<file path="src/rtl/adpll_pkg.sv">
// Shared constants, FSM encoding and coefficient layout for the ADPLL hop sequencer.
package adpll_pkg;

    localparam int INTW = 12;
    localparam int FRAW = 14;
    localparam int FCWW = INTW + FRAW;

    localparam logic [4:0] A_CTRL    = 5'h00;
    localparam logic [4:0] A_STATUS  = 5'h01;
    localparam logic [4:0] A_DWELL   = 5'h02;
    localparam logic [4:0] A_TIMEOUT = 5'h03;
    localparam logic [4:0] A_GAP     = 5'h04;
    localparam logic [4:0] A_NCH     = 5'h05;
    localparam logic [4:0] A_COEF1   = 5'h06;
    localparam logic [4:0] A_COEF2   = 5'h07;
    localparam logic [4:0] A_CH_BASE = 5'h08;

    localparam logic [1:0] MODE_OFF = 2'd0;
    localparam logic [1:0] MODE_RX  = 2'd2;
    localparam logic [1:0] MODE_TX  = 2'd3;

    typedef enum logic [2:0] {
        S_IDLE  = 3'd0,
        S_LOAD  = 3'd1,
        S_GAP   = 3'd2,
        S_ACQ   = 3'd3,
        S_DWELL = 3'd4,
        S_NEXT  = 3'd5
    } state_t;

    // Field order makes bits [19:0] the COEF1 word and bits [34:20] the COEF2 word.
    typedef struct packed {
        logic [4:0] fcw_mod;
        logic [1:0] iir_n_tx;
        logic [1:0] iir_n_rx;
        logic [2:0] lambda_tx;
        logic [2:0] lambda_rx;
        logic [3:0] beta;
        logic [3:0] alpha_s_tx;
        logic [3:0] alpha_s_rx;
        logic [3:0] alpha_m;
        logic [3:0] alpha_l;
    } coef_t;

    localparam coef_t COEF_RST = '{
        fcw_mod:    5'd9,
        iir_n_tx:   2'd2,
        iir_n_rx:   2'd3,
        lambda_tx:  3'd2,
        lambda_rx:  3'd2,
        beta:       4'd0,
        alpha_s_tx: 4'd4,
        alpha_s_rx: 4'd7,
        alpha_m:    4'd8,
        alpha_l:    4'd14
    };

endpackage

</file>
<file path="src/rtl/adpll_cpu_regs.sv">
// CPU register bank for the hop sequencer: configuration, coefficients, channel table and read mux.
module adpll_cpu_regs
    import adpll_pkg::*;
#(
    parameter int NCH_MAX = 8,
    parameter int CNTW    = 16,
    parameter int GAPW    = 8
) (
    input  logic              clk,
    input  logic              rst,
    input  logic              en,
    input  logic              select,
    input  logic              write,
    input  logic [4:0]        adress,
    input  logic [31:0]       data_in,
    output logic [31:0]       data_out,
    input  logic              st_lock_err,
    input  logic              st_busy,
    input  logic [2:0]        st_state,
    input  logic [2:0]        st_ch_idx,
    output logic              ctrl_start,
    output logic              ctrl_stop,
    output logic              status_wr,
    output logic              loop,
    output logic [CNTW-1:0]   dwell_len,
    output logic [CNTW-1:0]   timeout_len,
    output logic [GAPW-1:0]   gap_len,
    output logic [2:0]        nch,
    output logic [FCWW:0]     ch_word,
    output coef_t             coef
);

    localparam int IDXW = (NCH_MAX > 1) ? $clog2(NCH_MAX) : 1;

    logic [FCWW:0] ch_tbl [NCH_MAX];
    logic          wr_en;
    logic          rd_en;
    logic          is_ch;
    logic [31:0]   rd_mux;
    logic          unused_data_bits;

    function automatic logic [2:0] clip_nch(input logic [2:0] v);
        return (int'(v) >= NCH_MAX) ? 3'(NCH_MAX - 1) : v;
    endfunction

    assign wr_en = select & write & en;
    assign rd_en = select & ~write & en;
    assign is_ch = (adress[4:3] == A_CH_BASE[4:3]) && (int'(adress[2:0]) < NCH_MAX);

    assign ctrl_start = wr_en && (adress == A_CTRL) && data_in[0];
    assign ctrl_stop  = wr_en && (adress == A_CTRL) && data_in[1];
    assign status_wr  = wr_en && (adress == A_STATUS);
    assign ch_word    = ch_tbl[st_ch_idx[IDXW-1:0]];

    assign unused_data_bits = &{1'b0, data_in[31:FCWW+1]};

    // NOTE: sequential state uses non-blocking assignments so every flop samples pre-edge values.
    always_ff @(posedge clk or posedge rst) begin
        if (rst) begin
            loop        <= 1'b0;
            dwell_len   <= '0;
            timeout_len <= '0;
            gap_len     <= '0;
            nch         <= '0;
            coef        <= COEF_RST;
            // NOTE: the channel table is reset because a read after reset must return 0, not X.
            for (int i = 0; i < NCH_MAX; i++) ch_tbl[i] <= '0;
        end else if (wr_en) begin
            case (adress)
                A_CTRL:    loop        <= data_in[2];
                A_DWELL:   dwell_len   <= data_in[CNTW-1:0];
                A_TIMEOUT: timeout_len <= data_in[CNTW-1:0];
                A_GAP:     gap_len     <= data_in[GAPW-1:0];
                A_NCH:     nch         <= clip_nch(data_in[2:0]);
                A_COEF1:   coef[19:0]  <= data_in[19:0];
                A_COEF2:   coef[34:20] <= data_in[14:0];
                default:   if (is_ch) ch_tbl[adress[IDXW-1:0]] <= data_in[FCWW:0];
            endcase
        end
    end

    // NOTE: rd_mux gets a default before the case so no path leaves it unassigned (no latch).
    always_comb begin
        rd_mux = '0;
        case (adress)
            A_STATUS:  rd_mux = {24'd0, st_lock_err, st_busy, st_state, st_ch_idx};
            A_DWELL:   rd_mux = 32'(dwell_len);
            A_TIMEOUT: rd_mux = 32'(timeout_len);
            A_GAP:     rd_mux = 32'(gap_len);
            A_NCH:     rd_mux = 32'(nch);
            A_COEF1:   rd_mux = {12'd0, coef[19:0]};
            A_COEF2:   rd_mux = {17'd0, coef[34:20]};
            default:   if (is_ch) rd_mux = 32'(ch_tbl[adress[IDXW-1:0]]);
        endcase
    end

    always_ff @(posedge clk or posedge rst) begin
        if (rst)        data_out <= '0;
        else if (rd_en) data_out <= rd_mux;
    end

endmodule

</file>
<file path="src/rtl/adpll_hop_seq.sv">
// ADPLL hop sequencer: walks the channel table, holding the ADPLL in reset between hops,
// waiting for lock with an optional timeout, then dwelling before the next hop.
module adpll_hop_seq
    import adpll_pkg::*;
#(
    parameter int NCH_MAX = 8,
    parameter int CNTW    = 16,
    parameter int GAPW    = 8
) (
    input  logic            clk,
    input  logic            rst,
    input  logic            en,
    input  logic            select,
    input  logic            write,
    input  logic [4:0]      adress,
    input  logic [31:0]     data_in,
    output logic [31:0]     data_out,
    output logic [FCWW-1:0] fcw,
    output logic [1:0]      adpll_mode,
    output logic            adpll_rst,
    input  logic            channel_lock,
    output logic [3:0]      coef_alpha_l,
    output logic [3:0]      coef_alpha_m,
    output logic [3:0]      coef_alpha_s_rx,
    output logic [3:0]      coef_alpha_s_tx,
    output logic [3:0]      coef_beta,
    output logic [2:0]      coef_lambda_rx,
    output logic [2:0]      coef_lambda_tx,
    output logic [1:0]      coef_iir_n_rx,
    output logic [1:0]      coef_iir_n_tx,
    output logic [4:0]      coef_fcw_mod,
    output logic            busy,
    output logic            hop_pulse,
    output logic            lock_err
);

    state_t          state, state_nxt;
    logic [2:0]      ch_idx;
    logic            tx_sel;
    logic [GAPW-1:0] gcnt, gcnt_inc;
    logic [GAPW:0]   gcnt_p1;
    logic [CNTW-1:0] tcnt, tcnt_inc;
    logic [CNTW-1:0] dcnt, dcnt_inc;
    logic            gap_done, acq_timeout, dwell_done, timeout_hit;

    logic            start, stop, status_wr, loop;
    logic [CNTW-1:0] dwell_len, timeout_len;
    logic [GAPW-1:0] gap_len;
    logic [2:0]      nch;
    logic [FCWW:0]   ch_word;
    coef_t           coef;

    adpll_cpu_regs #(
        .NCH_MAX (NCH_MAX),
        .CNTW    (CNTW),
        .GAPW    (GAPW)
    ) u_regs (
        .clk         (clk),
        .rst         (rst),
        .en          (en),
        .select      (select),
        .write       (write),
        .adress      (adress),
        .data_in     (data_in),
        .data_out    (data_out),
        .st_lock_err (lock_err),
        .st_busy     (busy),
        .st_state    (state),
        .st_ch_idx   (ch_idx),
        .ctrl_start  (start),
        .ctrl_stop   (stop),
        .status_wr   (status_wr),
        .loop        (loop),
        .dwell_len   (dwell_len),
        .timeout_len (timeout_len),
        .gap_len     (gap_len),
        .nch         (nch),
        .ch_word     (ch_word),
        .coef        (coef)
    );

    assign coef_alpha_l    = coef.alpha_l;
    assign coef_alpha_m    = coef.alpha_m;
    assign coef_alpha_s_rx = coef.alpha_s_rx;
    assign coef_alpha_s_tx = coef.alpha_s_tx;
    assign coef_beta       = coef.beta;
    assign coef_lambda_rx  = coef.lambda_rx;
    assign coef_lambda_tx  = coef.lambda_tx;
    assign coef_iir_n_rx   = coef.iir_n_rx;
    assign coef_iir_n_tx   = coef.iir_n_tx;
    assign coef_fcw_mod    = coef.fcw_mod;

    // Saturating increments; GAP=0 still spends one cycle in GAP.
    assign gcnt_inc    = (gcnt == '1) ? gcnt : gcnt + 1'b1;
    assign tcnt_inc    = (tcnt == '1) ? tcnt : tcnt + 1'b1;
    assign dcnt_inc    = (dcnt == '1) ? dcnt : dcnt + 1'b1;
    assign gcnt_p1     = {1'b0, gcnt} + 1'b1;
    assign gap_done    = gcnt_p1 >= {1'b0, gap_len};
    assign acq_timeout = (timeout_len != '0) && (tcnt_inc == timeout_len);
    assign dwell_done  = dcnt_inc >= dwell_len;
    assign timeout_hit = (state == S_ACQ) && !stop && !channel_lock && acq_timeout;

    always_ff @(posedge clk or posedge rst) begin
        if (rst)     state <= S_IDLE;
        else if (en) state <= state_nxt;
    end

    always_comb begin
        state_nxt = state;
        if (stop) begin
            state_nxt = S_IDLE;
        end else begin
            case (state)
                S_IDLE:  if (start) state_nxt = S_LOAD;
                S_LOAD:  state_nxt = S_GAP;
                S_GAP:   if (gap_done) state_nxt = S_ACQ;
                S_ACQ:   if (channel_lock) state_nxt = S_DWELL;
                         else if (acq_timeout) state_nxt = S_NEXT;
                S_DWELL: if (dwell_done) state_nxt = S_NEXT;
                S_NEXT:  state_nxt = (ch_idx < nch || loop) ? S_LOAD : S_IDLE;
                default: state_nxt = S_IDLE;
            endcase
        end
    end

    always_comb begin
        adpll_rst  = 1'b1;
        adpll_mode = MODE_OFF;
        busy       = (state != S_IDLE);
        case (state)
            S_ACQ, S_DWELL: begin
                adpll_rst  = 1'b0;
                adpll_mode = tx_sel ? MODE_TX : MODE_RX;
            end
            default: ;
        endcase
    end

    // fcw/tx_sel change only in LOAD, so they stay stable for the whole hop.
    always_ff @(posedge clk or posedge rst) begin
        if (rst) begin
            ch_idx    <= '0;
            fcw       <= '0;
            tx_sel    <= 1'b0;
            gcnt      <= '0;
            tcnt      <= '0;
            dcnt      <= '0;
            lock_err  <= 1'b0;
            hop_pulse <= 1'b0;
        end else begin
            hop_pulse <= en && (state == S_DWELL) && !stop && dwell_done;
            if (en) begin
                case (state)
                    S_IDLE:  if (start) ch_idx <= '0;
                    S_LOAD: begin
                        fcw    <= ch_word[FCWW-1:0];
                        tx_sel <= ch_word[FCWW];
                        gcnt   <= '0;
                        tcnt   <= '0;
                        dcnt   <= '0;
                    end
                    S_GAP:   gcnt <= gcnt_inc;
                    S_ACQ:   tcnt <= tcnt_inc;
                    S_DWELL: dcnt <= dcnt_inc;
                    S_NEXT: begin
                        if (!stop) begin
                            if (ch_idx < nch) ch_idx <= ch_idx + 1'b1;
                            else if (loop)    ch_idx <= '0;
                        end
                    end
                    default: ;
                endcase
                if (timeout_hit)    lock_err <= 1'b1;
                else if (status_wr) lock_err <= 1'b0;
            end
        end
    end

endmodule
</file>
<file path="config.mk">
export PLATFORM = sky130hd
export DESIGN_NAME = adpll_hop_seq
export DESIGN_NICKNAME = d
export VERILOG_FILES = /design/src/rtl/adpll_pkg.sv /design/src/rtl/adpll_cpu_regs.sv /design/src/rtl/adpll_hop_seq.sv
export SDC_FILE = /design/constraint.sdc
export NUM_CORES = 1
export LEC_CHECK = 0
export ABC_AREA = 1
export CELL_PAD_IN_SITES_DETAIL_PLACEMENT = 1
export CELL_PAD_IN_SITES_GLOBAL_PLACEMENT = 2
export CORE_MARGIN = 4
export CORE_UTILIZATION = 28
export DETAILED_ROUTE_END_ITERATION = 12
export PLACE_DENSITY = 0.65
export SLEW_MARGIN = 20
export SYNTH_ARGS = -nofsm -noshare
export SYNTH_HDL_FRONTEND = slang
export SYNTH_SLANG_ARGS = --single-unit
</file>
<file path="constraint.sdc">
create_clock -name clk -period 14 [get_ports clk]
set_clock_uncertainty 0.05 [all_clocks]
set_input_delay 1.4 -clock clk [delete_from_list [all_inputs] [get_ports clk]]
set_output_delay 1.4 -clock clk [all_outputs]
set_load 0.005 [all_outputs]
</file>
* Yosys cells after proc, flatten, opt, wreduce, memory -nomap -nowiden *
Cells that the tools add are included.
W data, S select, Z words.

word-level totals
  word-level logic and storage cells = 153
  register bits = 402
  output and inout port bits = 99
  input port bits = 43

operators by class
  equality and inequality tests = 25
  order comparisons = 6
  muxes and demuxes = 35
  add/sub/neg operators = 5
  bitwise logic cells = 8
  reduce and logical (&&, ||, !) cells = 41

operators by type and width
  cell                     count
  $pmux W32 S7             1
  $bwmux W216              1
  $bmux W27 S3             2
  $mux W27                 6
  $demux W27 S3            1
  $pmux W16 S2             2
  $add A16 B1 Y16 const B  2
  $eq A16 B16 Y1 const B   2
  $mux W16                 2
  $mux W3                  10
  $reduce_and A2 Y1        11
  $eq A5 B3 Y1 const B     4
  $pmux W3 S6              1
  $eq A16 B16 Y1           1
  $ge A16 B16 Y1           1
  $pmux W8 S2              1
  $reduce_bool A16 Y1      1
  $logic_and A1 B1 Y1      12
  $eq A5 B2 Y1 const B     2
  $reduce_and A5 Y1        2
  $reduce_bool A2 Y1       5
  $add A8 B1 Y9 const B    1
  $ge A9 B8 Y1             1
  $ne A3 B3 Y1 const B     3
  29 further kinds         45

* Longest topological paths before layout *
  depth in word-level cells = 10
  gate-level depth with buffers = 21
  depth with buffers taken out = 21

* Cells and area by module *
Synthesis repeated with hierarchy kept, for this count alone.

unflattened totals
  cells, all modules = 2813
  area total of the unflattened synthesis = 21180.3 µm²

by module, submodules not included
  module          area each (µm²)  times used  seq. area each (µm²)  cells an instance
  adpll_cpu_regs  16128.0          1           8076.5                2146
  adpll_hop_seq   5052.3           1           1876.8                667

* Worst setup path before layout *
Ideal clock, no wire load.

  path kind = register -> register
  start = register dcnt[0]
  end = register state[2]
  period minus slack after synthesis = 2.957 ns
  arrival time = 2.789 ns
  buffers on the path = 0
  path slack = 11.043 ns
  setup time = 0.117 ns
  cell stages (with the launch flop) = 22
  required time = 13.833 ns
  cells stage by stage = dfrtp_1 ha_1 nand2_1 nor3_1 nand2_1 inv_1 nand4_2 nor2_2 inv_2 nand2_1 xor2_1 inv_1 ha_1 nand2_1 nor3_1 nand3_1 nand4_1 nand3_1 nand2_1 nand3_2 nand2_1 nand2_1

on the way
  longest elaborated chain between the ends = 5
  elaborated cells between the ends (all ways) = 6
  those cells by class = 1 x add/sub; 1 x order compare; 2 x eq/ne; 1 x mux; 1 x reduce/logical

RTL lines
  what                                                      line                  source
  start, declared                                           adpll_hop_seq.sv:43   logic [CNTW-1:0] dcnt, dcnt_inc;
  start signal, assigned                                    adpll_hop_seq.sv:164  S_DWELL: dcnt <= dcnt_inc;
  $add A16 B1 Y16 / $eq A16 B16 Y1 (equally long branches)  adpll_hop_seq.sv:96   assign dcnt_inc = (dcnt == '1) ? dcnt : dcnt + 1'b1;
  $mux W16 (*)                                              adpll_hop_seq.sv:96
  $ge A16 B16 Y1 (*)                                        adpll_hop_seq.sv:100  assign dwell_done = dcnt_inc >= dwell_len;
  $ne A3 B3 Y1 (no line) (*)                                n/a
  $reduce_and A5 Y1 (no line) (*)                           n/a
  end signal, assigned                                      adpll_hop_seq.sv:105  else if (en) state <= state_nxt;
  end, declared                                             adpll_hop_seq.sv:37   state_t state, state_nxt;

Every way passes the cells marked *; elsewhere a longest branch is shown, timed or not.
A chain may end at the register's enable or synchronous reset.

* Worst setup path after layout *
  start = input port adress[2]
  end = register, netlist name u_regs.coef[17]

on the way
  longest elaborated chain between the ends = 2

RTL lines
  what                         line                  source
  start, declared              adpll_hop_seq.sv:15   input logic [4:0] adress,
  $eq A5 B3 Y1                 adpll_cpu_regs.sv:69  case (adress)
  $reduce_and A2 Y1 (no line)  n/a

Every way passes these cells.

==> impl_metrics.py <==
metrics = {
    "pwr": {
        "power.density_mw_per_mm2": 148.1,
        "switching_share_pct": 32.46,
        "p_int_w": 0.002394,
        "leakagePower_nw": 10.33,
        "p_clk_share_pct": 37.6,
        "peakVddDrop_mv": 0.08525,
        "p_sw_w": 0.001150,
        "pwr-share-seq_pct": 39.3,
        "pwr-share-comb_pct": 23.1,
    },
    "clocking": {
        "cts_root_buf": "clkbuf_16",
        "h-tree-depth": 2,
        "clk_latency_ns": 0.60,
        "cts.sinks": 397,
        "cts_hold_buf": 0,
        "cts_resized": 0,
        "max-clock-path-buffers": 3,
        "path_clk_slew_ns": 0.05,
        "cts_tree": "done",
        "numCtsBuffers": 49,
        "post_cts_buffers": 0,
    },
    "logic_synthesis": {
        "synthCells": 2485,
        "synth_edf_count": 0,
        "syn_area_mm2": 0.02008,
        "async_flop_share_pct": 100.0,
        "synth-main-ff-cell": "dfrtp_1",
        "avgSynthCellArea_um2": 8.082,
        "ys_ff_latch": 397,
        "synth-seq-area-share_pct": 49.56,
        "synth_cell_types": 49,
        "synth.area.top_cells": "dfrtp_1 48%, o21ai_0 11%, nand2_1 11%",
        "synth_warnings": 0,
        "synth_top_cell_by_area": "dfrtp_1",
        "synth_top_cell_area_share_pct": 47.60,
    },
    "floorplanning": {
        "placementRows": 97,
        "initial_core_util_pct": 28.48,
        "fp.coreArea_mm2": 0.07051,
        "fp.dieH_um": 275.8,
        "ios": 142,
        "die_area_mm2": 0.07607,
        "die_width_um": 275.8,
    },
    "timing": {
        "finalCriticalPeriod_ns": 4.533,
        "finalMaxSlewViolations": 0,
        "slew_headroom_pct": 30.54,
        "fin_crit_sh_pct": 32.38,
        "tns_ns": 0,
        "setup_ws_ns": 9.467,
        "final_hold_viol_count": 0,
        "rsz0062_at_grt": "false",
        "tightest_slew_ns": 1.039,
        "max_freq_ghz": 0.2206,
        "setup_violations": 0,
    },
    "global_routing": {
        "use_met2_pct": 34.95,
        "grt_usage_pct": 21.02,
        "grt_use_met3_pct": 2.477,
        "grt_max_degree": 120,
        "grt_pass1_vias": 19290,
        "grt_pass1_wl_mm": 122.0,
        "busiest_layer": "met2",
        "overflow": 0,
        "antenna_found_initial": 2,
        "grtUsageMet1_pct": 28.92,
    },
    "setup_path": {
        "critPathLaunchType": "primary input",
        "critPathKind": "primary input to register",
        "critPathArrivalTime_ns": 4.93,
        "required_ns": 14.40,
        "worstSetupEndpointType": "register",
        "path_max_fanout": 36,
    },
    "placed_design": {
        "port_buffers": 131,
        "dp_hpwl_mm": 50.92,
        "place_ws_ns": 8.700,
        "place.gp.congestion": 0.7952,
    },
    "status": {
        "status": "completed",
    },
    "detailed_routing": {
        "wl_per_cell_um": 22.74,
        "drtIter0Drc": 1244,
        "drcViolationCount": 0,
        "via_per_inst": 5.208,
        "vias": 18340,
        "drt-total-wl_mm": 80.10,
        "dr.pass1.iters": 5,
        "antenna_left": 0,
    },
    "worst_hold_path": {
        "min_path_type": "register to register",
    },
    "finish": {
        "area_delta_synth_final_pct": 19.16,
        "final_nets": 2612,
        "layout-drive-gt1-share_pct": 6.589,
    },
    "run": {
        "maxCapViolCount": 0,
    },
}
[power by group through the flow]
stage | Clock, W | Combinational, W | Sequential (W)
after detailed placement | 0 | 0.000830 | 0.00141
after CTS | 0.00137 | 0.000834 | 0.00139
final | 0.00133 | 0.000819 | 0.00139
after floorplan | 0 | 0.000469 | 0.00139
after global routing | 0.00142 | 0.000924 | 0.00141
after global placement | 0 | 0.000812 | 0.00140
[layout by cell type (no fill, tap or decap), types with 4 or more instances in the layout]
master,netlist,routed
nand2_1,578,571
o21ai_0,449,449
dfrtp_1,382,381
inv_1,200,196
nor2_1,148,147
clkdlybuf4s50_1,0,130
nand3_1,120,118
a22oi_1,71,71
a21oi_1,67,67
o211ai_1,53,53
clkbuf_16,0,49
buf_4,6,35
o22ai_1,30,30
ha_1,30,30
nand4_1,24,24
a31oi_1,24,24
xor2_1,20,20
o2111ai_1,15,15
clkbuf_8,0,15
dfstp_2,15,15
o221ai_1,14,14
nand2_2,5,12
nor3_1,14,12
clkbuf_1,145,12
a221oi_1,11,11
clkinv_2,0,10
a32o_1,5,5
conb_1,1,5
nor2_2,4,4
a22o_1,4,4
bufinv_16,0,4
[cell usage after synthesis (3+ instances only)]
library cell  count
nand2_1         578
o221ai_1         14
a32o_1            5
a211oi_1          3
inv_2             3
nand4_1          24
a22oi_1          71
o31ai_1           3
ha_1             30
a31oi_1          24
inv_1           200
a22o_1            4
o22ai_1          30
nor2_1          148
nand3_1         120
buf_2             4
xor2_1           20
o2111ai_1        15
a21oi_1          67
o21ai_0         449
buf_1            10
buf_4             6
o211ai_1         53
dfstp_2          15
nor3_1           14
clkbuf_1        145
a221oi_1         11
dfrtp_1         382
clkinv_1          3
nor2_2            4
nand2_2           5
[worst max-delay path, cell delays in order]
cell and delay, ns:
buf_2 0.08, buf_4 0.51, inv_1 0.31, buf_4 0.38
nor2_1 0.25, nand2_1 0.12, inv_1 0.75, nand2_1 0.50
buf_4 0.39, nand2_1 0.10, o21ai_0 0.09
[final timing paths]
check | cells after the start | slack [ns] | endpoint | from
min reg2reg | 2 | 0.43 | fcw[21]$_DFFE_PP0P_ | fcw[21]$_DFFE_PP0P_
max | 11 | 9.47 | u_regs.coef[17]$_DFFE_PP0P_ | adress[2]
min | 2 | 0.43 | fcw[21]$_DFFE_PP0P_ | fcw[21]$_DFFE_PP0P_
max in group asynchronous | 4 | 10.36 | u_regs.ch_tbl[112]$_DFFE_PP0P_ | rst
min in group asynchronous | 2 | 1.36 | u_regs.coef[32]$_DFFE_PP0P_ | rst
max reg2reg | 21 | 10.11 | state[0]$_DFFE_PP0P_ | dcnt[0]$_DFFE_PP0P_
[flip-flops by register name, indices dropped and copies added, names as in the netlist]
register and cells:
ch_idx 3, u_regs.coef 35, u_regs.ch_tbl 216, gcnt 8, tcnt 16, dcnt 16
tx_sel 1, lock_err 1, u_regs.dwell_len 16, fcw 26, hop_pulse 1, u_regs.gap_len 8
u_regs.nch 3, u_regs.loop 1, u_regs.data_out 27, u_regs.timeout_len 16, state 3
[layer usage]
metal / vias to the layer above / part of all wire, %
li1: 8564 / -
met1: 9251 / 46
met2: 405 / 47
met3: 121 / 4.1
met4: 2 / 2.7
met5: - / 0.016
[through the flow]
stage / instance area (µm²) / utilization [%] / hold WS, ns / total power (W) / std cells
after floorplan: 20100 / - / 0.4030 / 0.001854 / 2489
after global placement: 22240 / 31.54 / 0.4146 / 0.002215 / 3428
after global routing: 23930 / 33.93 / 0.4520 / 0.003750 / 3520
final: 23930 / 33.94 / 0.4273 / 0.003544 / 3522
after detailed placement: 22240 / 31.54 / 0.4200 / 0.002238 / 3428
after CTS: 23920 / 33.93 / 0.4355 / 0.003598 / 3520
[cells by family after synthesis]
| family | count (synthesis) | synth area share (%) |
|---|---|---|
| buf+inv | 373 | 7.183 |
| other cells | 1 | 0.01867 |
| compound gates | 758 | 21.93 |
| xor+xnor | 21 | 0.9158 |
| fa+ha+maj | 30 | 1.869 |
| simple gates | 905 | 18.52 |
| flops | 397 | 49.56 |
[area by class of cell]
type	count	area [µm²]
repair buffers	166	1569
inverters	206	785.8
flip-flops and latches	397	9955
diodes	2	5.005
fillers	8260	46580
multi-input cells	1719	8755
clock buffers	76	1478
clock inverters	16	209.0
well taps	940	1176
(Power assumes the default switching activity.)
